**src/rtl/uart_pkg.sv**
```systemverilog
// Shared types and helpers for the UART receive path.
package uart_pkg;

   // Receiver frame states; BRK_WAIT parks the FSM until the line recovers.
   typedef enum logic [2:0] {
      IDLE,
      START,
      DATA,
      PARITY,
      STOP,
      BRK_WAIT
   } rx_state_t;

   // Legal parameter ranges for the receiver.
   localparam int DATA_BITS_MIN = 5;
   localparam int DATA_BITS_MAX = 9;
   localparam int OVERSAMPLE_LO = 8;
   localparam int OVERSAMPLE_HI = 16;

   // Expected parity bit: XOR of the data, inverted for odd parity.
   // Data narrower than DATA_BITS_MAX is zero-extended, which leaves the XOR unchanged.
   function automatic logic parity_calc(input logic [DATA_BITS_MAX-1:0] data, input logic odd);
      return (^data) ^ odd;
   endfunction

endpackage

```
**src/rtl/uart_rx_sampler.sv**
```systemverilog
// Bit recovery front end: 2-flop synchroniser, oversample tick counter and
// 3-sample majority vote around the bit centre. Kept free of frame knowledge
// so it can be reused by an autobaud block.
module uart_rx_sampler
   import uart_pkg::*;
#(
   parameter int OVERSAMPLE = 16
) (
   input  logic sys_clk,
   input  logic rst,
   input  logic os_tick,
   input  logic rx_in,
   input  logic cnt_clr,     // restart bit timing (start edge seen)
   output logic rx_s,        // synchronised line
   output logic samp_val,    // majority of the window, valid with samp_done
   output logic samp_done,   // strobe: last sample of the window taken
   output logic bit_val,     // majority held from samp_done until the next window
   output logic bit_done     // strobe: bit period ends, counter wraps
);

   localparam int CW = $clog2(OVERSAMPLE);
   localparam int H  = OVERSAMPLE / 2;

   logic          rx_m;
   logic [CW-1:0] tick_cnt;
   logic          s0, s1;

   // Third sample is the live synchronised value, so the vote is ready on the last window tick.
   assign samp_val  = (s0 & s1) | (s0 & rx_s) | (s1 & rx_s);
   assign samp_done = os_tick && (tick_cnt == CW'(H + 1));
   assign bit_done  = os_tick && (tick_cnt == CW'(OVERSAMPLE - 1));

   // Two-stage synchroniser; resets to the idle (high) line level.
   always_ff @(posedge sys_clk or posedge rst) begin
      if (rst) begin
         rx_m <= 1'b1;
         rx_s <= 1'b1;
      end else begin
         rx_m <= rx_in;
         rx_s <= rx_m;
      end
   end

   // Tick counter: advances per os_tick, wraps naturally at OVERSAMPLE (power of two).
   always_ff @(posedge sys_clk or posedge rst) begin
      if (rst) begin
         tick_cnt <= '0;
      end else if (os_tick) begin
         tick_cnt <= cnt_clr ? '0 : tick_cnt + CW'(1);
      end
   end

   // Capture the samples at H-1 and H, latch the vote at H+1.
   always_ff @(posedge sys_clk or posedge rst) begin
      if (rst) begin
         s0      <= 1'b1;
         s1      <= 1'b1;
         bit_val <= 1'b1;
      end else if (os_tick) begin
         if (tick_cnt == CW'(H - 1)) s0 <= rx_s;
         if (tick_cnt == CW'(H))     s1 <= rx_s;
         if (tick_cnt == CW'(H + 1)) bit_val <= samp_val;
      end
   end

endmodule

```
**src/rtl/uart_rx_param.sv**
```systemverilog
// Parametrised UART receiver: frame FSM, data shift register and a one-entry
// holding register with valid/ready handoff and per-character error flags.
module uart_rx_param
   import uart_pkg::*;
#(
   parameter int DATA_BITS  = 8,
   parameter int OVERSAMPLE = 16,
   parameter int PARITY_EN  = 0,
   parameter int PARITY_ODD = 0,
   parameter int STOP_BITS  = 1
) (
   input  logic                 sys_clk,
   input  logic                 rst,
   input  logic                 os_tick,
   input  logic                 rx_in,
   input  logic                 rx_ready,
   output logic [DATA_BITS-1:0] rx_data,
   output logic                 rx_valid,
   output logic                 parity_err,
   output logic                 frame_err,
   output logic                 break_det,
   output logic                 overrun,
   output logic                 rx_busy
);

   localparam int BCW = $clog2(DATA_BITS);

   typedef struct packed {
      logic [DATA_BITS-1:0] data;
      logic                 perr;
      logic                 ferr;
      logic                 brk;
   } rx_char_t;

   rx_state_t            state;
   logic [BCW-1:0]       bit_cnt;
   logic [DATA_BITS-1:0] shreg;
   logic                 par_bit;
   logic                 perr;
   logic                 stop_idx;   // 0 = first stop bit, 1 = second
   logic                 ferr2_p;    // late frame error from the second stop bit
   logic                 late_ok;    // holding register still owns the last committed frame

   logic                 rx_s, samp_val, samp_done, bit_val, bit_done;
   logic                 cnt_clr, commit, brk_now;
   rx_char_t             hold_q, new_char;

   uart_rx_sampler #(
      .OVERSAMPLE (OVERSAMPLE)
   ) u_sampler (
      .sys_clk   (sys_clk),
      .rst       (rst),
      .os_tick   (os_tick),
      .rx_in     (rx_in),
      .cnt_clr   (cnt_clr),
      .rx_s      (rx_s),
      .samp_val  (samp_val),
      .samp_done (samp_done),
      .bit_val   (bit_val),
      .bit_done  (bit_done)
   );

   // Start edge realigns bit timing to the falling edge.
   assign cnt_clr = os_tick && (state == IDLE) && !rx_s;

   // Commit at the end of the first stop bit's sample window.
   assign commit  = samp_done && (state == STOP) && !stop_idx;

   // Break: all data zero, parity bit zero (always zero when parity is off), first stop zero.
   assign brk_now = (shreg == '0) && !par_bit && !samp_val;

   assign new_char = '{data: shreg, perr: perr, ferr: !samp_val, brk: brk_now};

   assign rx_data    = hold_q.data;
   assign parity_err = hold_q.perr;
   assign frame_err  = hold_q.ferr;
   assign break_det  = hold_q.brk;
   assign rx_busy    = (state != IDLE);

   // Frame FSM: every transition is qualified by os_tick.
   always_ff @(posedge sys_clk or posedge rst) begin
      if (rst) begin
         state    <= IDLE;
         bit_cnt  <= '0;
         shreg    <= '0;
         par_bit  <= 1'b0;
         perr     <= 1'b0;
         stop_idx <= 1'b0;
         ferr2_p  <= 1'b0;
      end else begin
         ferr2_p <= 1'b0;
         if (os_tick) begin
            unique case (state)
               IDLE: if (!rx_s) begin
                  state   <= START;
                  par_bit <= 1'b0;
                  perr    <= 1'b0;
               end
               START: if (bit_done) begin
                  if (bit_val) begin
                     state <= IDLE;        // false start / glitch
                  end else begin
                     state   <= DATA;
                     bit_cnt <= '0;
                  end
               end
               DATA: if (bit_done) begin
                  shreg <= {bit_val, shreg[DATA_BITS-1:1]};
                  if (bit_cnt == BCW'(DATA_BITS - 1)) begin
                     state    <= (PARITY_EN != 0) ? PARITY : STOP;
                     stop_idx <= 1'b0;
                  end else begin
                     bit_cnt <= bit_cnt + BCW'(1);
                  end
               end
               PARITY: if (bit_done) begin
                  par_bit  <= bit_val;
                  perr     <= bit_val ^ parity_calc(DATA_BITS_MAX'(shreg), 1'(PARITY_ODD));
                  state    <= STOP;
                  stop_idx <= 1'b0;
               end
               STOP: begin
                  if (samp_done) begin
                     if (!stop_idx) begin
                        if (brk_now)              state <= BRK_WAIT;
                        else if (STOP_BITS == 1)  state <= IDLE;
                     end else begin
                        ferr2_p <= !samp_val;
                        state   <= IDLE;
                     end
                  end else if (bit_done) begin
                     stop_idx <= 1'b1;
                  end
               end
               BRK_WAIT: if (rx_s) state <= IDLE;
               default: state <= IDLE;
            endcase
         end
      end
   end

   // Holding register: load on commit when free or being drained, else flag overrun.
   always_ff @(posedge sys_clk or posedge rst) begin
      if (rst) begin
         hold_q   <= '0;
         rx_valid <= 1'b0;
         overrun  <= 1'b0;
         late_ok  <= 1'b0;
      end else begin
         overrun <= 1'b0;
         if (commit) begin
            if (!rx_valid || rx_ready) begin
               hold_q   <= new_char;
               rx_valid <= 1'b1;
               late_ok  <= 1'b1;
            end else begin
               overrun  <= 1'b1;
               late_ok  <= 1'b0;
            end
         end else begin
            if (rx_valid && rx_ready) begin
               rx_valid <= 1'b0;
               late_ok  <= 1'b0;
            end
            if (ferr2_p && late_ok) hold_q.ferr <= 1'b1;
         end
      end
   end

endmodule
```
**config.mk**
```make
export PLATFORM = sky130hd
export DESIGN_NAME = uart_rx_param
export DESIGN_NICKNAME = d
export VERILOG_FILES = /design/src/rtl/uart_pkg.sv /design/src/rtl/uart_rx_sampler.sv /design/src/rtl/uart_rx_param.sv
export SDC_FILE = /design/constraint.sdc
export NUM_CORES = 1
export LEC_CHECK = 0
export BUFFER_PORTS_ARGS = -buffer_cell sky130_fd_sc_hd__buf_2
export CORE_UTILIZATION = 55
export CTS_BUF_LIST = sky130_fd_sc_hd__clkbuf_8
export DETAILED_ROUTE_END_ITERATION = 7
export GPL_TIMING_DRIVEN = 1
export PLACE_DENSITY = 0.75
export SLEW_MARGIN = 10
export SYNTH_ARGS = -nofsm -noshare
export SYNTH_HDL_FRONTEND = slang
export SYNTH_SLANG_ARGS = --single-unit
```
**constraint.sdc**
```tcl
create_clock -name sys_clk -period 4.3 [get_ports sys_clk]
set_input_delay 0.43 -clock sys_clk [delete_from_list [all_inputs] [get_ports sys_clk]]
set_output_delay 0.43 -clock sys_clk [all_outputs]
set_load 0.03 [all_outputs]
```
==> summary.txt, run 1 <==
Outcome
  – Status: completed

Critical path
  – Crit path max fanout: 15
  – Critical path arrival: 2.31 ns
  – CP Launch Point: state[0]$_DFFE_PP0P_
  – Crit end category: flip-flop
  – Critical path class: flip-flop to flip-flop
  – Critical Path RT: 4.49 ns
  – Worst r2r src: state[0]$_DFFE_PP0P_
  – Startpoint types: flip-flop

Logic synthesis
  – Seq cells post-synth: 41
  – Synth Flop Type: dfrtp_1
  – Seq/Total Area, Yosys: 0.521
  – Syn avg cell area: 11.4 µm²
  – Post-Syn Instances: 174
  – Synth async-reset ratio: 1.00
  – Ys Warns: 0
  – Number of synthesized flops with an enable pin: 0
  – Synthesized Nets: 188
  – Netlist Area Pre-Place: 1980 µm²
  – Synth cell types: 39

STA
  – Post-route setup slack: 2.18 ns
  – Unrepaired setup endpoints after global routing: no
  – F_max: 0.472 GHz
  – Slew margin rel.: 0.313
  – Minimum clock period: roughly 2.1 ns
  – TNS Setup: 0 ns
  – Final slew viol count: 0
  – Worst Skew: around 0.0036 ns
  – Worst slew pin tran: 1.02 ns
  – Final hold viol count: 0
  – # setup viols final: 0
  – Period utilisation layout: 0.492

Global routing
  – Vias in the first global route: 1285
  – Total Routing Usage GR: 0.221
  – Global-route wire length before repair: a little under 6000 µm
  – Initial antenna violation count: 0
  – GR Overflow Total: 0
  – Pin count of the biggest net entering global routing: 42

Die
  – Num rows: 21
  – Core ar.: 3390 µm²
  – IO Pins: 19
  – Starting density of the core: 0.584
  – Height of the die: between 60 and 70 µm
  – Die ar.: 3850 µm²
  – Die width: roughly 62 µm

Hold path
  – HP Class: primary input to flip-flop
  – Critical hold path startpoint: rx_in

Layout
  – Ant diodes: 0
  – Share of cells above drive strength 1: 0.265
  – Layout Cells excl Fill: 242
  – Commonest non-fill, non-tap cells in the layout: dfrtp_1 (36), buf_2 (18), inv_1 (17)
  – Layout Nets: 209
  – Area growth, synth to finish: 12.5%
  – Commonest non-fill, non-tap cell in the layout: dfrtp_1

Clocking
  – CTS tree: yes
  – CTS H-Tree Depth: 2
  – CTS Buf Count: 5
  – Setup bufs post-CTS: 0
  – Clk pin slew, worst setup/hold paths: 0.07 ns
  – Clock Sinks: 41
  – Hold Buf Count CTS: 0
  – CTS max path bufs: 2
  – Post-CTS resize count: 0
  – Clock Latency Late Sink: 0.30 ns
  – Root buf cell: clkbuf_8

Placed design
  – Hpwl dp: 2570 µm
  – Placed instance count: 234
  – Port bufs: 18
  – GPL Wtd Cong: roughly 0.83
  – Place WS: 2.26 ns

Pwr
  – Maximum vdd drop: 0.283 mV
  – Total power after layout: 1.03 mW
  – Leakage power: 1.11 nW
  – Pwr dens: 463 nW/µm²

Routing
  – Antenna-violating nets left: 0
  – Vias: 1385
  – Drt drc: 0
  – Routed vias/inst: 5.72
  – Drt pass-1 iters: 4
  – Routed wire length: between 3000 and 4000 µm
  – Drt wl/cell: 15.3 µm
  – Initial DRC count: 100

Run
  – Max_cap viols: 0
==> through the flow <==
step / area [µm²] / hold WS (ns) / util
after floorplan: 1980 / 0.345 / -
after global placement: 2110 / 0.346 / 0.623
after detailed placement: 2110 / 0.348 / 0.623
after CTS: 2230 / 0.217 / 0.657
after global routing: 2230 / 0.216 / 0.657
final: 2230 / 0.222 / 0.657
==> final timing paths <==
path | cells past startpoint | end | slack (ns)
max reg2reg | 3 | perr$_DFFE_PP0P_ | 2.18
min in group asynchronous | 3 | rx_valid$_DFFE_PP0P_ | 0.25
max in group asynchronous | 3 | u_sampler.bit_val$_DFFE_PP1N_ | 3.69
min reg2reg | 0 | u_sampler.rx_s$_DFF_PP1_ | 0.36
min | 1 | u_sampler.rx_m$_DFF_PP1_ | 0.22
max | 3 | perr$_DFFE_PP0P_ | 2.18
==> cell usage after synthesis, drive strengths merged (3+ instances only) <==
library cell	n	area [µm²]
dfstp	5	131
o21ai	9	45.0
nand4b	3	26.3
buf	3	16.3
mux2i	10	100
ha	9	113
nor2	8	37.5
or3	3	18.8
dfrtp	36	901
nor3	6	41.3
nor4	4	25.0
inv	16	60.1
a21oi	5	25.0
nand2	15	58.8
xnor2	4	35.0
mux2	15	169
==> registers in the layout, summed over array words and instances, names as in the netlist, 3 cells and up <==
signal              count
rx_data                 8
shreg                   8
bit_cnt                 3
u_sampler.tick_cnt      4
state                   3
==> routing by layer <==
metal	up-vias	part of all wire	GRT usage
met2	47	0.49	0.350
met3	7	0.049	0.0455
met1	678	0.44	0.282
met4	0	0.019	0.124
met5	-	0	0
li1	653	-	-
==> layout make-up <==
class                      count  area [µm²]
clock inverter                 2        33.8
timing repair buffer          19        97.6
fill                         268        1160
clock buffer                   6        82.6
sequential                    41        1030
multi-input combinational    112         865
tap                           46        57.6
inverter                      16        60.1
==> logic make-up after synthesis <==
logic type                 after synthesis  synth area share
AOI/OAI and AO/OA                       26            0.0834
xor gates and xnor gates                 4            0.0177
adders and majority gates               10            0.0619
buffers and inverters                   21            0.0423
DFF                                     41             0.521
muxes                                   25             0.136
and+or+nand+nor                         47             0.138
==> power breakdown <==
group | switching [mW] | total [mW] | internal (mW)
clock | 0.131 | 0.318 | 0.187
combinational | 0.100 | 0.186 | 0.0862
sequential | 0.0787 | 0.528 | 0.449
==> worst max-delay path, cell delays in order (launching register included) <==
cell     delay, ns
dfrtp_1       0.53
nor4_1        0.93
o21ai_0       0.30
a22o_1        0.25
No activity file was read; power rests on OpenSTA's default activity.
==> run 2: changes to the inputs <==
Settings changed: PLACE_DENSITY 0.75 to 0.78.
Clock period 4.3 ns to 1.8 ns, I/O delays scaled along.
==> summary.txt, run 2 (synthesis gave the netlist of run 1 again) <==
Outcome
  – Status: completed

Placed design
  – Port bufs: 18 (unchanged)
  – Placed cell area: 2190 µm² (+3.9%)
  – Hpwl dp: 2650 µm (+2.8%)
  – Placed instance count: 245 (+4.7%)
  – Place WS: 0.0417 ns (-2.22 ns)
  – GPL Wtd Cong: 0.827 (-0.55%)

Run
  – Max_cap viols: 0 (unchanged)

STA
  – TNS Setup: 0 ns (unchanged)
  – Worst slew pin tran: 0.567 ns (-0.454 ns)
  – Final slew viol count: 0 (unchanged)
  – Post-route setup slack: 0.0675 ns (-2.12 ns)
  – Hold_ws: 0.220 ns (-0.00119 ns)
  – # setup viols final: 0 (unchanged)
  – Minimum clock period: 1.73 ns (-0.385 ns)
  – Worst Skew: 0.0120 ns (+0.00837 ns)
  – Period utilisation layout: 0.962 (+0.470)
  – F_max: 0.577 GHz (+22%)
  – Unrepaired setup endpoints after global routing: no
  – Slew margin rel.: 0.621 (+0.309)
  – Final hold viol count: 0 (unchanged)

Critical path
  – Crit end category: flip-flop
  – Critical path class: flip-flop to flip-flop
  – Critical path arrival: 1.97 ns (-0.34 ns)
  – Startpoint types: flip-flop
  – Crit path max fanout: 7 (-8)
  – Critical Path RT: 2.04 ns (-2.45 ns)

Clocking
  – CTS max path bufs: 2 (unchanged)
  – Root buf cell: clkbuf_8
  – CTS H-Tree Depth: 2 (unchanged)
  – CTS Buf Count: 5 (unchanged)
  – CTS tree: yes
  – Clock Latency Late Sink: 0.29 ns (about the same)
  – Clock Sinks: 41 (unchanged)
  – Clk pin slew, worst setup/hold paths: 0.08 ns (about the same)

Pwr
  – Total power after layout: 2.40 mW (+130%)
  – Leakage power: 1.17 nW (+4.9%)
  – Maximum vdd drop: 0.676 mV (+140%)
  – Pwr dens: 1020 nW/µm² (+120%)

Layout
  – Core Util, Final: 0.694 (+0.0362)
  – Layout Cells excl Fill: 256 (+5.8%)
  – Commonest non-fill, non-tap cells in the layout: dfrtp_1 (36), buf_2 (18), mux2_2 (15), inv_1 (15), nand2_1 (14)
  – Commonest non-fill, non-tap cell in the layout: dfrtp_1
  – Area growth, synth to finish: 18.7%
  – Share of cells above drive strength 1: 0.333 (+0.0680)
  – Ant diodes: 0 (unchanged)
  – Post-route cell area: 2350 µm² (+5.5%)
  – Layout Nets: 223 (+6.7%)
  – Filler cells: 255 (-4.9%)

Routing
  – Antenna-violating nets left: 0 (unchanged)
  – Vias: 1411 (+1.9%)
  – Initial DRC count: 56 (-44%)
  – Drt wl/cell: 14.9 µm (-2.5%)
  – Drt pass-1 iters: 4 (unchanged)
  – Drt drc: 0 (unchanged)
  – Routed vias/inst: 5.51 (-3.7%)
  – Routed wire length: 3820 µm (+3.1%)

Global routing
  – Global-route wire length before repair: 6100 µm (+2.4%)
  – Pin count of the biggest net entering global routing: 19 (-55%)
  – Vias in the first global route: 1353 (+5.3%)
  – Initial antenna violation count: 0 (unchanged)
  – Total Routing Usage GR: 0.224 (+0.00298)
  – GR Overflow Total: 0 (unchanged)

Die
  – Num rows: 21 (unchanged)
  – IO Pins: 19 (unchanged)
  – Height of the die: 62.0 µm (unchanged)
  – Starting density of the core: 0.584 (unchanged)
  – Core ar.: 3390 µm² (unchanged)
  – Die ar.: 3850 µm² (unchanged)
  – Die width: 62.0 µm (unchanged)

Hold path
  – HP Class: primary input to flip-flop
## run 2: cell count changes in the layout (fill, tap and decap cells not counted), moves of 2 or more
cell,change
buf_4,+12
dlygate4sd3_1,+2
inv_1,-2
nor3_1,-2
nor3_2,+2
## run 2: critical path: stages, from the launching register on
cell,delay [ns]
dfstp_2,0.40
maj3_1,0.45
nor4_2,0.44
nor3b_1,0.27
a211o_1,0.13
## run 2: routing by layer
metal	vias up	global-route usage	wire (µm)
met5	-	0	0
met4	0	0.0952	71
met3	9	0.0559	141
met2	34	0.342	1880
met1	689	0.304	1730
li1	679	-	-
## run 2: what timing repair did
action / in CTS / in global routing
setup buffers: 0 / 1
setup endpoints to repair: 1 / 17
resized for setup: 1 / 6
endpoints found under the hold margin: 12 / 0
hold buffers: 2 / 0
pin swaps: 0 / 1
## run 2: cell type report
cell class	instances	area, µm²	share of cell area
timing repair buffer	33	208	0.0883
sequential	41	1030	0.439
clock inverter	2	13.8	0.00585
multi-input combinational	112	897	0.382
clock buffer	6	82.6	0.0351
tap	46	57.6	0.0245
inverter	16	60.1	0.0255
## run 2: final timing paths
check,startpoint,end,slack (ns),cells past startpoint
max reg2reg,u_sampler.rx_s$_DFF_PP1_,state[2]$_DFFE_PP0P_,0.07,4
max,u_sampler.rx_s$_DFF_PP1_,state[2]$_DFFE_PP0P_,0.07,4
max in group asynchronous,rst,u_sampler.s1$_DFFE_PP1P_,0.65,4
min in group asynchronous,rst,parity_err$_DFFE_PP0P_,0.47,3
min,rx_ready,late_ok$_DFFE_PP0P_,0.22,4
min reg2reg,u_sampler.rx_m$_DFF_PP1_,u_sampler.rx_s$_DFF_PP1_,0.36,0
## run 2: where the power goes
part / switching [mW] / total (mW) / internal [mW]
sequential: 0.165 / 1.24 / 1.07
combinational: 0.294 / 0.540 / 0.246
clock: 0.313 / 0.624 / 0.311
total: 0.772 / 2.40 / 1.63
==> run 3: changes to the inputs <==
Settings changed: ABC_AREA set to 1, PLACE_DENSITY 0.78 to 0.77.
==> summary.txt, run 3 <==
Outcome
  – Status: finished with violations
  – Failing checks: hold timing

Critical path
  – Crit path largest cell delay: 0.42 ns (-0.03 ns)
  – Crit path max fanout: 16 (+9)
  – CP Launch Point: u_sampler.tick_cnt[0]$_DFFE_PP0P_
  – Crit end category: flip-flop
  – Cells along the critical path: ha_1, nand2_1, inv_2, nand2_2, inv_1, nand2_2, nand2_1, o21ai_2
  – Critical path arrival: 1.77 ns (-0.20 ns)
  – Critical path class: flip-flop to flip-flop
  – Startpoint types: flip-flop
  – Critical Path RT: 2.02 ns (-0.02 ns)
  – Slowest stage cell, crit path: dfrtp_1
  – Worst r2r src: u_sampler.tick_cnt[0]$_DFFE_PP0P_

Global routing
  – Pin count of the biggest net entering global routing: 42 (+23)
  – GR Overflow Total: 0 (unchanged)
  – Initial antenna violation count: 0 (unchanged)
  – Vias in the first global route: 1528 (+13%)
  – Total Routing Usage GR: 0.203 (-0.0209)
  – Global-route wire length before repair: 6560 µm (+7.5%)
  – Met3 GRT Util: 0.0399 (-0.0160)
  – M2 GR Usage: 0.304 (-0.0378)
  – Layer with the highest usage: met2
  – Met1 usage: 0.281 (-0.0223)

Placed design
  – GPL Wtd Cong: 0.869 (+5.2%)
  – Port bufs: 18 (unchanged)
  – Hpwl dp: 2740 µm (+3.4%)
  – Placed cell area: 2320 µm² (+5.8%)

Logic synthesis
  – Ranking of synthesized cells by area: dfrtp_1 (41%), nand2_1 (13%), o21ai_2 (7.2%)
  – Ys Warns: 0 (unchanged)
  – Post-Syn Instances: 253 (+45%)
  – Seq cells post-synth: 41 (unchanged)
  – Synth cell types: 27 (-31%)
  – Top-count cell post-synth: nand2_1
  – Synth Flop Type: dfrtp_1
  – Synthesized Nets: 267 (+42%)
  – Share of Yosys cell area claimed by the top area cell type: 0.410 (-0.0443)
  – Netlist Area Pre-Place: 2190 µm² (+11%)
  – Number of synthesized flops with an enable pin: 0 (unchanged)
  – Syn avg cell area: 8.67 µm² (-24%)
  – Seq/Total Area, Yosys: 0.470 (-0.0508)
  – Synth top cells by count: nand2_1 (78), dfrtp_1 (36), inv_1 (31), o21ai_2 (18), nand3_1 (15)
  – Cell taking the most area after synthesis: dfrtp_1
  – Synth async-reset ratio: 1.00 (unchanged)

Die
  – Core ar.: 3740 µm² (+10%)
  – Die width: 65.2 µm (+5.1%)
  – Starting density of the core: 0.586 (+0.00188)
  – IO Pins: 19 (unchanged)
  – Die ar.: 4250 µm² (+10%)
  – Height of the die: 65.2 µm (+5.1%)
  – Num rows: 22 (+4.8%)

Hold path
  – HP Class: primary input to async pin

Layout
  – Ant diodes: 0 (unchanged)
  – Filler cells: 331 (+30%)
  – Commonest non-fill, non-tap cell in the layout: nand2_1
  – Commonest non-fill, non-tap cells in the layout: nand2_1 (78), dfrtp_1 (36), inv_1 (34)
  – Post-route cell area: 2430 µm² (+3.4%)
  – Layout Nets: 292 (+31%)
  – Share of cells above drive strength 1: 0.265 (-0.0681)
  – Area growth, synth to finish: 10.8%

Routing
  – Routed wire length: 3830 µm (+0.29%)
  – Routed vias/inst: 5.00 (-9.3%)
  – Vias: 1635 (+16%)
  – Initial DRC count: 126 (+130%)
  – Drt pass-1 iters: 4 (unchanged)
  – Drt drc: 0 (unchanged)
  – Drt wl/cell: 11.7 µm (-21%)
  – Antenna-violating nets left: 0 (unchanged)

STA
  – Final slew viol count: 0 (unchanged)
  – Worst Skew: 0.00360 ns (-0.00836 ns)
  – TNS Setup: 0 ns (unchanged)
  – # setup viols final: 0 (unchanged)
  – Period utilisation layout: 0.862 (-0.100)
  – Minimum clock period: 1.55 ns (-0.181 ns)
  – Unrepaired setup endpoints after global routing: no
  – Worst slew pin tran: 0.503 ns (-0.0645 ns)
  – F_max: 0.644 GHz (+12%)
  – Final hold viol count: 6 (+6)
  – Slew margin rel.: 0.665 (+0.0434)
  – Hold_ws: -0.000198 ns (-0.221 ns)

Clocking
  – CTS max path bufs: 2 (unchanged)
  – CTS tree: yes
  – CTS Buf Count: 5 (unchanged)
  – Clock Sinks: 41 (unchanged)
  – Clock Latency Late Sink: 0.29 ns (about the same)
  – CTS H-Tree Depth: 2 (unchanged)
  – Root buf cell: clkbuf_8
  – Clk pin slew, worst setup/hold paths: 0.07 ns (about the same)
  – Setup bufs post-CTS: 0 (unchanged)

Pwr
  – Maximum vdd drop: 0.927 mV (+37%)
  – Pwr dens: 1080 nW/µm² (+5.6%)
  – Leakage power: 1.26 nW (+8.3%)

Run
  – Max_cap viols: 0 (unchanged)
run 3: where the power goes:
group	internal, mW	total (mW)	leakage [nW]	switching (mW)
clock	0.258	0.550	0.0519	0.292
combinational	0.292	0.875	0.663	0.583
sequential	1.06	1.20	0.547	0.138
total	1.61	2.62	1.26	1.01
run 3: kinds of logic after synthesis:
family,count (synthesis),share of synthesized area
xor gates and xnor gates,2,0.00798
and+or+nand+nor,132,0.289
buffers and inverters,38,0.0758
adders and majority gates,9,0.0513
AOI/OAI and AO/OA,31,0.105
DFF,41,0.470
run 3: per-layer routing:
layer | wire, µm | vias to the layer above
met5 | 0 | -
met4 | 80 | 0
met3 | 146 | 8
met2 | 1690 | 34
met1 | 1910 | 741
li1 | - | 852
run 3: timing repair:
| item | 4_1_cts | 5_1_grt |
|---|---|---|
| setup endpoints to repair | 0 | 5 |
| gates resized for setup | 0 | 2 |
| hold endpoints to repair | 1 | 0 |
| hold buffers | 1 | 0 |
run 3: through the flow:
stage / total power, mW / utilization / std cells / hold WS, ns / worst slack (ns)
3_5_place_dp: 2.07 / 0.620 / 317 / 0.289 / 0.139
2_1_floorplan: 1.89 / - / 253 / 0.184 / 0.384
3_3_place_gp: 2.05 / 0.620 / 317 / 0.286 / 0.243
5_1_grt: 2.81 / 0.649 / 327 / 0.0732 / 0.119
6_report: 2.62 / 0.649 / 327 / -0.000198 / 0.248
4_1_cts: 2.63 / 0.644 / 326 / 0.0139 / 0.120
run 3: worst paths after layout:
check | to | slack (ns) | cells after the start
min | u_sampler.tick_cnt[0]$_DFFE_PP0P_ | -0.0002 | 3
max reg2reg | shreg[5]$_DFFE_PP0P_ | 0.25 | 8
min in group sys_clk | late_ok$_DFFE_PP0P_ | 0.18 | 4
max | shreg[5]$_DFFE_PP0P_ | 0.25 | 8
max in group asynchronous | u_sampler.bit_val$_DFFE_PP1N_ | 1.44 | 3
min reg2reg | u_sampler.rx_s$_DFF_PP1_ | 0.36 | 0
run 3: worst max-delay path: cells and delay by family, from the launching register on:
family | cells | cell delay (ns)
compound gates | 1 | 0.08
fa+ha+maj | 1 | 0.22
buf+inv | 2 | 0.13
flops | 1 | 0.42
simple gates | 4 | 0.62
run 3: cell type report:
type / count / area [µm²] / share of cell area
repair buffers: 21 / 115 / 0.0473
clock buffers: 5 / 68.8 / 0.0283
well taps: 48 / 60.1 / 0.0247
flip-flops and latches: 41 / 1030 / 0.425
inverters: 34 / 128 / 0.0525
clock inverters: 3 / 11.3 / 0.00463
multi-input cells: 175 / 1020 / 0.418
